### src/rtl/result_collector.sv
// Collects ITERATIONS accepted samples into a wrapping sum and a rotate-XOR checksum, then hands the result off over valid/ready.
// Optional feature: define RESULT_COLLECTOR_MINMAX_EN to add per-run res_min/res_max outputs.
module result_collector #(
    parameter int ITERATIONS = 100,
    parameter int DATA_W     = 8,
    parameter int SUM_W      = 16
) (
    input  logic              clk,
    input  logic              rst,
    input  logic              start,
    input  logic [DATA_W-1:0] data_out,
    input  logic              valid,
    output logic              res_valid,
    input  logic              res_ready,
    output logic [SUM_W-1:0]  res_sum,
    output logic [SUM_W-1:0]  res_chk,
    output logic [15:0]       res_count,
    output logic              busy,
    output logic [2:0]        err,
    input  logic              err_clr
`ifdef RESULT_COLLECTOR_MINMAX_EN
    ,
    output logic [DATA_W-1:0] res_min,
    output logic [DATA_W-1:0] res_max
`endif
);

    typedef enum logic [1:0] {IDLE, COLLECT, DONE} state_t;

    localparam logic [15:0] LAST_IDX = 16'(ITERATIONS - 1);

    state_t             r_state;
    state_t             w_state_nxt;
    logic [SUM_W-1:0]   r_sum;
    logic [SUM_W-1:0]   r_chk;
    logic [15:0]        r_count;
    logic [2:0]         r_err;
    logic               w_clear;
    logic               w_acc;
    logic [2:0]         w_err_set;
    logic [SUM_W-1:0]   w_sample;

    assign w_sample = SUM_W'(data_out);

    always_comb begin
        w_state_nxt = r_state;
        w_clear     = 1'b0;
        w_acc       = 1'b0;
        w_err_set   = 3'b000;
        unique case (r_state)
            IDLE: begin
                if (start) begin
                    w_clear     = 1'b1;
                    w_state_nxt = COLLECT;
                end else if (valid) begin
                    w_err_set[1] = 1'b1;
                end
            end
            COLLECT: begin
                // A restart discards this cycle's sample and reopens the run.
                if (start) begin
                    w_clear      = 1'b1;
                    w_err_set[0] = 1'b1;
                end else if (valid) begin
                    w_acc = 1'b1;
                    if (r_count == LAST_IDX)
                        w_state_nxt = DONE;
                end
            end
            DONE: begin
                if (start) begin
                    w_clear      = 1'b1;
                    w_err_set[2] = 1'b1;
                    w_state_nxt  = COLLECT;
                end else begin
                    if (valid)
                        w_err_set[1] = 1'b1;
                    if (res_ready)
                        w_state_nxt = IDLE;
                end
            end
            default: w_state_nxt = IDLE;
        endcase
    end

    always_ff @(posedge clk or posedge rst) begin
        if (rst) begin
            r_state <= IDLE;
            r_sum   <= '0;
            r_chk   <= '0;
            r_count <= '0;
            r_err   <= '0;
        end else begin
            r_state <= w_state_nxt;
            r_err   <= (err_clr ? 3'b000 : r_err) | w_err_set;
            if (w_clear) begin
                r_sum   <= '0;
                r_chk   <= '0;
                r_count <= '0;
            end else if (w_acc) begin
                r_sum   <= r_sum + w_sample;
                r_chk   <= {r_chk[SUM_W-2:0], r_chk[SUM_W-1]} ^ w_sample;
                r_count <= (r_count == 16'hFFFF) ? r_count : r_count + 16'd1;
            end
        end
    end

`ifdef RESULT_COLLECTOR_MINMAX_EN
    logic [DATA_W-1:0] r_min;
    logic [DATA_W-1:0] r_max;

    always_ff @(posedge clk or posedge rst) begin
        if (rst) begin
            r_min <= '0;
            r_max <= '0;
        end else if (w_clear) begin
            r_min <= '1;
            r_max <= '0;
        end else if (w_acc) begin
            if (data_out < r_min) r_min <= data_out;
            if (data_out > r_max) r_max <= data_out;
        end
    end

    assign res_min = r_min;
    assign res_max = r_max;
`endif

    assign res_valid = (r_state == DONE);
    assign busy      = (r_state == COLLECT);
    assign res_sum   = r_sum;
    assign res_chk   = r_chk;
    assign res_count = r_count;
    assign err       = r_err;

endmodule
### config.mk
export PLATFORM = sky130hd
export DESIGN_NAME = result_collector
export DESIGN_NICKNAME = d
export VERILOG_FILES = /design/src/rtl/result_collector.sv
export SDC_FILE = /design/constraint.sdc
export NUM_CORES = 1
export LEC_CHECK = 0
export CORE_ASPECT_RATIO = 0.75
export CORE_MARGIN = 8
export CORE_UTILIZATION = 45
export DETAILED_ROUTE_END_ITERATION = 10
export PLACE_DENSITY = 0.75
export SKIP_LAST_GASP = 1
export SYNTH_ARGS = -nofsm -noshare
export SYNTH_HDL_FRONTEND = slang
export SYNTH_SLANG_ARGS = --single-unit
### constraint.sdc
create_clock -name clk -period 2.6 [get_ports clk]
set_input_delay 0.52 -clock clk [delete_from_list [all_inputs] [get_ports clk]]
set_output_delay 0.52 -clock clk [all_outputs]
set_load 0.01 [all_outputs]
==> results.py, run 1 <==
metrics = {
    "outcome": {
        "outcome": "complete, no violations",
    },
    "setup_path": {
        "worstPathRequired_ps": 2800,
        "reg2reg_to": "res_sum[14]$_DFFE_PP0P_",
        "cp_slowest_stage_delay_ps": 460,
        "cp_max_fo": 7,
        "worstPathCellList": "clkdlybuf4s50_1 -> ha_1 -> fa_1 -> a21o_1 -> o21ai_0 -> a32o_2 -> o311ai_0 -> o41ai_1",
        "slowest_stage": "clkdlybuf4s50_1",
        "worstSetupStartpointType": "input pin",
        "reg2reg_slack_ps": 500,
        "worstSetupPathType": "in2reg",
        "cp_num_buf_inv": 1,
        "crit_cells": 8,
        "cp-end-kind": "flop",
        "ff2ff_path_depth": 7,
        "r2r_start": "res_sum[0]$_DFFE_PP0P_",
        "cp_top_family": "compound AO/OA/AOI/OAI gates",
        "cp.arrival_ps": 2590,
    },
    "timing": {
        "skew_ps": 7.89,
        "setup_slack_ps": 214,
        "final_max_slew_viol_count": 0,
        "setup_tns_ps": 0,
        "hold_ws_ps": 525,
        "fin_crit_ps": 2390,
        "worst_pin_slew_ps": 555,
        "period_share_pct": 91.8,
        "setup_violations": 0,
        "timing.final.hold_violations": 0,
        "relSlewSlack_pct": 63.0,
        "max_freq_mhz": 419,
        "rsz0062_at_grt": "no",
    },
    "drt": {
        "via_count": 2506,
        "drtAntennaViolNets": 0,
        "drc": 0,
        "wl_um": 7230,
        "via_per_inst": 5.52,
        "first_pass_iters": 4,
        "drtIter0Drc": 196,
        "wl_per_cell_um": 15.9,
    },
    "min_path": {
        "holdCritPathClass": "reg2reg",
        "hp-start": "res_sum[7]$_DFFE_PP0P_",
        "hold_path_depth": 2,
        "holdPathEnd": "res_sum[7]$_DFFE_PP0P_",
    },
    "place": {
        "place_area_mm2": 0.00369,
        "dp_hpwl_um": 5600,
        "io_buffers": 66,
        "gp_congestion": 0.868,
        "pre_cts_slack_ps": -158,
    },
    "synth": {
        "synth_nets": 311,
        "synth-main-ff-cell": "dfrtp_1",
        "synth_edf_count": 0,
        "synth_cell_types": 51,
        "ys_ff_latch": 53,
        "synth_area_per_cell_um2": 9.77,
        "yosys_warnings": 0,
        "syn_area_mm2": 0.00281,
        "synth_async_sr_flop_share_pct": 100,
        "synth_cells": 287,
        "seq_area_frac_synth_pct": 47.3,
    },
    "die": {
        "ios": 67,
        "rows": 25,
        "core_area_mm2": 0.00616,
        "die_height_um": 84.4,
        "start_util_pct": 45.5,
        "die_x_um": 107,
        "dieArea_mm2": 0.00904,
    },
    "power_and_ir_drop": {
        "intPower_w": 0.00134,
        "seq_power_share_pct": 48.5,
        "power_switching_w": 0.000577,
        "p_clk_share_pct": 24.4,
        "ir_drop_v": 0.000214,
        "swShare_pct": 30.2,
        "pwr-share-comb_pct": 27.1,
        "p_leak_nw": 1.63,
        "power.density_mw_per_mm2": 506,
    },
    "global_route": {
        "first_global_vias": 2528,
        "grt_use_total_pct": 17.2,
        "grt_pass1_wl_um": 12700,
        "grt_max_degree": 27,
        "grt_overflow": 0,
        "grt_antenna_before_repair": 0,
    },
    "clocking": {
        "cts_root_buf": "clkbuf_8",
        "cts_buffers": 5,
        "htreeDepth": 2,
        "clkLatencyLatePin_ps": 310,
        "cts_tree": "done",
        "cts-hold-fix-buffers": 0,
        "clock_sinks": 53,
        "clk_pin_slew_ps": 90,
        "cts.path.max_buffers": 2,
    },
    "cells_and_area": {
        "drive_gt1_share_pct": 9.65,
        "fin_area_mm2": 0.00378,
        "nets": 396,
        "diodes": 0,
        "fill_cells": 541,
        "area_growth_syn_to_layout_pct": 34.7,
        "final_cell_mix": "clkdlybuf4s50_1 (66), dfrtp_1 (53), nand2_1 (36), buf_4 (22)",
        "final_common_cell": "clkdlybuf4s50_1",
    },
    "job": {
        "maxCapViolCount": 0,
    },
}
## routing by layer
| layer | track usage [%] | part of all wire [%] | vias up |
|---|---|---|---|
| li1 | - | - | 1202 |
| met1 | 23.3 | 46 | 1214 |
| met2 | 25.9 | 45 | 83 |
| met3 | 3.98 | 6.9 | 7 |
| met4 | 6.37 | 1.4 | 0 |
| met5 | 0 | 0 | - |
## what timing repair did
item,4_1_cts,5_1_grt
endpoints found under the hold margin,0,0
setup buffers,0,0
gates resized for setup,0,1
setup endpoints to repair,0,1
## kinds of logic (layout without fill, tap and decap cells)
family	Yosys count	in the layout	share of synthesized area, %
AO/OA/AOI/OAI	79	79	19.4
XOR/XNOR	24	24	7.49
AND/OR/NAND/NOR	96	96	17.2
buffers and inverters	23	109	3.17
multiplexers	2	2	0.714
flip-flops	53	53	47.3
adder cells (fa/ha/maj)	10	10	4.73
## final cells by class
class / count / area (um2) / share of cell area (%)
tap: 81 / 101 / 2.68
sequential: 53 / 1330 / 35.1
clock inverter: 1 / 7.51 / 0.199
multi-input combinational: 211 / 1390 / 36.8
inverter: 13 / 48.8 / 1.29
clock buffer: 7 / 76.3 / 2.02
timing repair buffer: 88 / 826 / 21.9
## stage by stage
stage	util, %	power (W)	std cells
floorplan	-	0.00121	287
global placement	59.9	0.00145	446
detailed placement	59.9	0.00146	446
CTS	61.3	0.00193	454
global route	61.3	0.00202	454
finish	61.3	0.00191	454
## how the worst max path moves through the flow
stage | startpoint | end | slack (ps)
floorplan | data_out[0] | res_sum[14]$_DFFE_PP0P_ | 450
detailed placement | data_out[0] | res_sum[14]$_DFFE_PP0P_ | -160
global placement | data_out[0] | res_sum[14]$_DFFE_PP0P_ | -100
global route | data_out[0] | res_sum[14]$_DFFE_PP0P_ | 30
CTS | data_out[0] | res_sum[14]$_DFFE_PP0P_ | 160
finish | data_out[0] | res_sum[14]$_DFFE_PP0P_ | 210
## power groups by stage
stage	sequential, W	clock (W)	combinational (W)
after floorplan	0.000959	0	0.000246
after detailed placement	0.000945	0	0.000516
after global routing	0.000939	0.000509	0.000576
after CTS	0.000930	0.000482	0.000522
final	0.000929	0.000466	0.000518
after global placement	0.000942	0	0.000504
## worst reg2reg max path: stages, from the launching register on
cell,delay [ps]
dfrtp_1,420
ha_1,230
fa_1,390
a21o_1,200
o21ai_0,210
a32o_2,300
o311ai_0,160
o41ai_1,80
## synth_stat cells (all sizes together), types with 5 or more instances
cell type	number	share of area (%)
a21oi	11	2.0
nor2	20	2.8
nand2	36	4.8
xnor2	21	6.6
ha	9	4.0
nand3	10	1.8
and3	5	1.1
a211oi	6	1.6
a22o	8	2.5
dfrtp	53	47
o21ai	22	3.9
inv	13	1.7
a21o	8	2.1
clkbuf	6	0.80
nor3	5	0.89
nor4	5	1.7
## state kept, by name, indices dropped and copies added, names as in the netlist
register   flops
err            3
res_count     16
res_sum       16
r_state        2
res_chk       16
Note: power is estimated with default switching activity, not from simulation.
==> run 2: changes to the inputs <==
Settings changed: SETUP_SLACK_MARGIN set to 0.3.
==> run 2 against run 1 <==
Total power up 0.45%; combinational power up 2%; setup slack better by 180 ps; sequential power about the same; largest cell class unchanged; register-to-register slack better by 170 ps.
==> results.py, run 2 (same netlist as run 1, synthesis figures left out) <==
metrics = {
    "clocking": {
        "clk_pin_slew_ps": 90,
        "cts_tree": "done",
        "clock_sinks": 53,
        "cts.path.max_buffers": 2,
        "clkLatencyLatePin_ps": 310,
        "htreeDepth": 2,
        "cts_buffers": 5,
        "cts-hold-fix-buffers": 0,
        "cts_root_buf": "clkbuf_8",
        "cts_setup_buffers": 0,
    },
    "timing": {
        "rsz0062_at_grt": "no",
        "final_max_slew_viol_count": 0,
        "fin_crit_ps": 2210,
        "max_freq_mhz": 453,
        "relSlewSlack_pct": 62.8,
        "setup_slack_ps": 395,
        "timing.final.hold_violations": 0,
        "period_share_pct": 84.8,
        "setup_violations": 0,
        "worst_pin_slew_ps": 557,
        "skew_ps": 7.20,
    },
    "power_and_ir_drop": {
        "p_clk_share_pct": 24.1,
        "p_total_w": 0.00192,
        "seq_power_share_pct": 48.4,
        "pwr-share-comb_pct": 27.5,
        "power_switching_w": 0.000579,
        "ir_drop_v": 0.000215,
        "p_leak_nw": 1.63,
        "swShare_pct": 30.1,
        "intPower_w": 0.00134,
        "power.density_mw_per_mm2": 504,
    },
    "die": {
        "ios": 67,
        "die_height_um": 84.4,
        "rows": 25,
        "die_x_um": 107,
        "core_area_mm2": 0.00616,
        "dieArea_mm2": 0.00904,
        "start_util_pct": 45.5,
    },
    "place": {
        "pre_cts_slack_ps": -158,
        "dp_hpwl_um": 5600,
        "gp_congestion": 0.868,
        "io_buffers": 66,
    },
    "setup_path": {
        "worstPathRequired_ps": 2830,
        "slowest_stage": "clkdlybuf4s50_1",
        "cp-end-kind": "flop",
        "worstSetupStartpointType": "input pin",
        "cp_max_fo": 10,
        "worstSetupPathType": "in2reg",
        "cp_slowest_stage_delay_ps": 540,
        "cp.arrival_ps": 2440,
        "worstPathCellList": "clkdlybuf4s50_1 -> a21boi_2 -> buf_4 -> nor2_2 -> a21o_1 -> or3_1 -> a21oi_1",
    },
    "cells_and_area": {
        "fill_cells": 536,
        "final_common_cell": "clkdlybuf4s50_1",
        "multiInputGateArea_mm2": 0.00142,
        "area_growth_syn_to_layout_pct": 35.9,
        "seq_area_mm2": 0.00133,
        "diodes": 0,
        "final_cell_mix": "clkdlybuf4s50_1 (65), dfrtp_1 (53), nand2_1 (36), buf_4 (22), xnor2_1 (21)",
        "nets": 396,
        "drive_gt1_share_pct": 11.3,
    },
    "drt": {
        "drtAntennaViolNets": 0,
        "first_pass_iters": 4,
        "via_per_inst": 5.54,
        "drc": 0,
        "wl_per_cell_um": 16.0,
        "via_count": 2514,
        "drtIter0Drc": 198,
        "wl_um": 7270,
    },
    "outcome": {
        "outcome": "complete, no violations",
    },
    "global_route": {
        "grt_overflow": 0,
        "grt_use_total_pct": 17.2,
        "first_global_vias": 2525,
        "grt_pass1_wl_um": 12800,
        "grt_antenna_before_repair": 0,
        "grt_max_degree": 27,
    },
    "min_path": {
        "holdCritPathClass": "reg2reg",
    },
    "job": {
        "maxCapViolCount": 0,
    },
}
-- run 2: what timing repair did --
item                       4_1_cts  5_1_grt
gates resized for setup          3        7
pin swaps                        1        1
setup endpoints to repair        4        6
-- run 2: layer usage --
| layer | vias to the layer above | share of wire (%) | GRT usage (%) |
|---|---|---|---|
| met5 | - | 0 | 0 |
| met4 | 0 | 1.4 | 6.37 |
| met3 | 7 | 6.7 | 3.98 |
| met2 | 74 | 46 | 25.9 |
| met1 | 1227 | 46 | 23.4 |
| li1 | 1206 | - | - |
-- run 2: metrics by stage --
step	TNS (ps)	area, um2	cells	utilization [%]	hold slack (ps)
3_5_place_dp	-511	3690	446	59.9	508
2_1_floorplan	0	2810	287	-	529
6_report	0	3810	454	61.8	525
3_3_place_gp	-306	3690	446	59.9	496
5_1_grt	0	3810	454	61.8	550
4_1_cts	0	3780	454	61.3	529
-- run 2: power by group through the flow --
stage,Clock [W],Sequential [W],Combinational (W)
2_1_floorplan,0,0.000959,0.000246
3_3_place_gp,0,0.000942,0.000504
3_5_place_dp,0,0.000945,0.000516
4_1_cts,0.000482,0.000930,0.000524
5_1_grt,0.000506,0.000940,0.000586
6_report,0.000463,0.000930,0.000528
-- run 2: final cells by class --
class                      count  area share [%]
multi-input combinational    211            37.3
timing repair buffer          88            21.7
tap                           81            2.66
sequential                    53            34.8
clock buffer                   7            2.00
clock inverter                 1           0.197
inverter                      13            1.28
-- run 2: worst max-delay path: cells and delay by family --
family          cells  cell delay, ps
compound gates      3             710
buf+inv             2             780
simple gates        2             420
-- run 2: final timing paths --
kind                                         from                       end  slack (ps)  cells past startpoint
max                                         start  res_count[3]$_DFFE_PP0P_         390                      7
min                        res_sum[7]$_DFFE_PP0P_    res_sum[7]$_DFFE_PP0P_         530                      2
max reg2reg                res_sum[0]$_DFFE_PP0P_   res_sum[10]$_DFFE_PP0P_         670                      7
min reg2reg                res_sum[7]$_DFFE_PP0P_    res_sum[7]$_DFFE_PP0P_         530                      2
max in group asynchronous                     rst    res_chk[6]$_DFFE_PP0P_        1400                      3
min in group asynchronous                     rst          err[0]$_DFF_PP0_         580                      2
==> run 3: changes to the inputs <==
Clock period 2.6 ns to 2.3 ns, I/O delays scaled along.
==> run 3 against run 2 <==
Non-clock buffer count up 16; design area up 6.2%; global-route usage about the same; largest power group unchanged; largest cell class unchanged; critical path type unchanged; sequential cell count unchanged; worst hold slack worse by 2.8 ps; setup slack worse by 100 ps; via count up 0.76%.
==> results.py, run 3 (same netlist as run 1, synthesis figures left out) <==
metrics = {
    "outcome": {
        "outcome": "complete, no violations",
    },
    "place": {
        "io_buffers": 66,
        "gp_congestion": 0.841,
        "dp.cells": 454,
        "dp_hpwl_um": 5620,
    },
    "drt": {
        "drtAntennaViolNets": 0,
        "wl_per_cell_um": 16.2,
        "drtIter0Drc": 255,
        "drc": 0,
        "first_pass_iters": 4,
        "via_count": 2533,
        "wl_um": 7610,
        "via_per_inst": 5.39,
    },
    "global_route": {
        "grt_max_degree": 29,
        "grt_pass1_wl_um": 12700,
        "grt_overflow": 0,
        "use_met2_pct": 25.7,
        "first_global_vias": 2472,
        "grt_antenna_before_repair": 0,
        "grt.met3_usage_pct": 4.67,
        "met1_usage_pct": 24.1,
        "grt_use_total_pct": 17.2,
        "busiest_layer": "met2",
    },
    "cells_and_area": {
        "nets": 412,
        "drive_gt1_share_pct": 19.3,
        "final_cell_mix": "clkdlybuf4s50_1 (56), dfrtp_1 (51), buf_4 (38), nand2_1 (36), xnor2_1 (21)",
        "final_common_cell": "clkdlybuf4s50_1",
        "area_growth_syn_to_layout_pct": 44.3,
        "diodes": 0,
        "fin_cells": 470,
    },
    "setup_path": {
        "worstSetupStartpointType": "input pin",
        "cp_top_family": "compound AO/OA/AOI/OAI gates",
        "cp.arrival_ps": 2220,
        "cp-end-kind": "flop",
        "worstSetupPathType": "in2reg",
        "cp_slowest_stage_delay_ps": 460,
        "slowest_stage": "clkdlybuf4s50_1",
        "worstPathCellList": "clkdlybuf4s50_1 -> ha_4 -> o211a_1 -> o21ai_2 -> a32o_2 -> buf_4 -> o41ai_2",
        "cp_num_buf_inv": 2,
        "cp_max_fo": 7,
        "worstPathRequired_ps": 2510,
    },
    "clocking": {
        "clkLatencyLatePin_ps": 310,
        "cts_buffers": 5,
        "clk_pin_slew_ps": 100,
        "clock_sinks": 53,
        "cts.path.max_buffers": 2,
        "htreeDepth": 2,
        "cts_root_buf": "clkbuf_8",
        "cts_tree": "done",
    },
    "power_and_ir_drop": {
        "pwr-share-comb_pct": 29.7,
        "power.density_mw_per_mm2": 562,
        "swShare_pct": 30.9,
        "p_leak_nw": 1.78,
        "p_clk_share_pct": 23.7,
        "seq_power_share_pct": 46.5,
        "intPower_w": 0.00157,
        "ir_drop_v": 0.000299,
        "power_switching_w": 0.000703,
    },
    "die": {
        "rows": 25,
        "start_util_pct": 45.5,
        "ios": 67,
        "die_height_um": 84.4,
        "core_area_mm2": 0.00616,
        "die_x_um": 107,
        "dieArea_mm2": 0.00904,
    },
    "timing": {
        "skew_ps": 10.4,
        "timing.final.hold_violations": 0,
        "hold_ws_ps": 522,
        "final_max_slew_viol_count": 0,
        "setup_violations": 0,
        "rsz0062_at_grt": "yes",
        "max_freq_mhz": 498,
        "fin_crit_ps": 2010,
        "relSlewSlack_pct": 62.0,
        "worst_pin_slew_ps": 569,
        "period_share_pct": 87.3,
    },
    "min_path": {
        "holdCritPathClass": "in2async",
    },
    "job": {
        "maxCapViolCount": 0,
    },
}
[run 3: cell count changes in the layout (fill, tap and decap cells not counted), sizes merged]
cell           before  now
dlygate4sd2         0    4
clkinv              0    1
dlymetal6s2s        1    6
clkbuf              7    6
clkdlybuf4s50      65   56
clkinvlp            1    0
buf                22   38
inv                13   14
[run 3: final timing paths]
path	start	to	slack, ps	cells past startpoint
min	rst	err[1]$_DFF_PP0_	520	2
min reg2reg	err[0]$_DFF_PP0_	err[0]$_DFF_PP0_	520	2
max reg2reg	res_sum[0]$_DFFE_PP0P_	res_sum[14]$_DFFE_PP0P_	390	7
max in group asynchronous	rst	res_sum[7]$_DFFE_PP0P_	1150	3
min in group clk	err[0]$_DFF_PP0_	err[0]$_DFF_PP0_	520	2
max	data_out[4]	res_sum[14]$_DFFE_PP0P_	290	7
[run 3: power by group through the flow]
stage	registers, W	clock network, W	logic (W)
3_3_place_gp	0.00107	0	0.000579
3_5_place_dp	0.00107	0	0.000593
6_report	0.00106	0.000540	0.000676
5_1_grt	0.00107	0.000593	0.000737
4_1_cts	0.00106	0.000550	0.000641
2_1_floorplan	0.00108	0	0.000280
[run 3: metal layers]
metal	routed length [um]	share of wire, %
met2	3520	46
met4	57	0.75
met5	0	0
met1	3480	46
met3	549	7.2
[run 3: stage by stage]
step / setup WS [ps] / area (um2) / power (W) / utilization [%] / setup TNS (ps)
2_1_floorplan: 315 / 2810 / 0.00136 / - / 0
3_3_place_gp: -226 / 3750 / 0.00165 / 60.9 / -1030
3_5_place_dp: -300 / 3750 / 0.00166 / 60.9 / -1700
4_1_cts: 258 / 3940 / 0.00225 / 63.9 / 0
5_1_grt: 226 / 4050 / 0.00240 / 65.7 / 0
6_report: 291 / 4050 / 0.00228 / 65.7 / 0
[run 3: cell type report]
cell class,count,area [um2]
Sequential cell,53,1330
Clock inverter,2,13.8
Inverter,13,48.8
Timing Repair Buffer,104,956
Clock buffer,6,72.6
Multi-Input combinational cell,211,1530
Fill cell,506,2110
Tap cell,81,101
[run 3: repair_timing]
action	in CTS	in global routing
resized for setup	17	17
hold buffers	0	0
endpoints found under the setup margin	15	17
pin swaps	3	5
buffers inserted	3	5
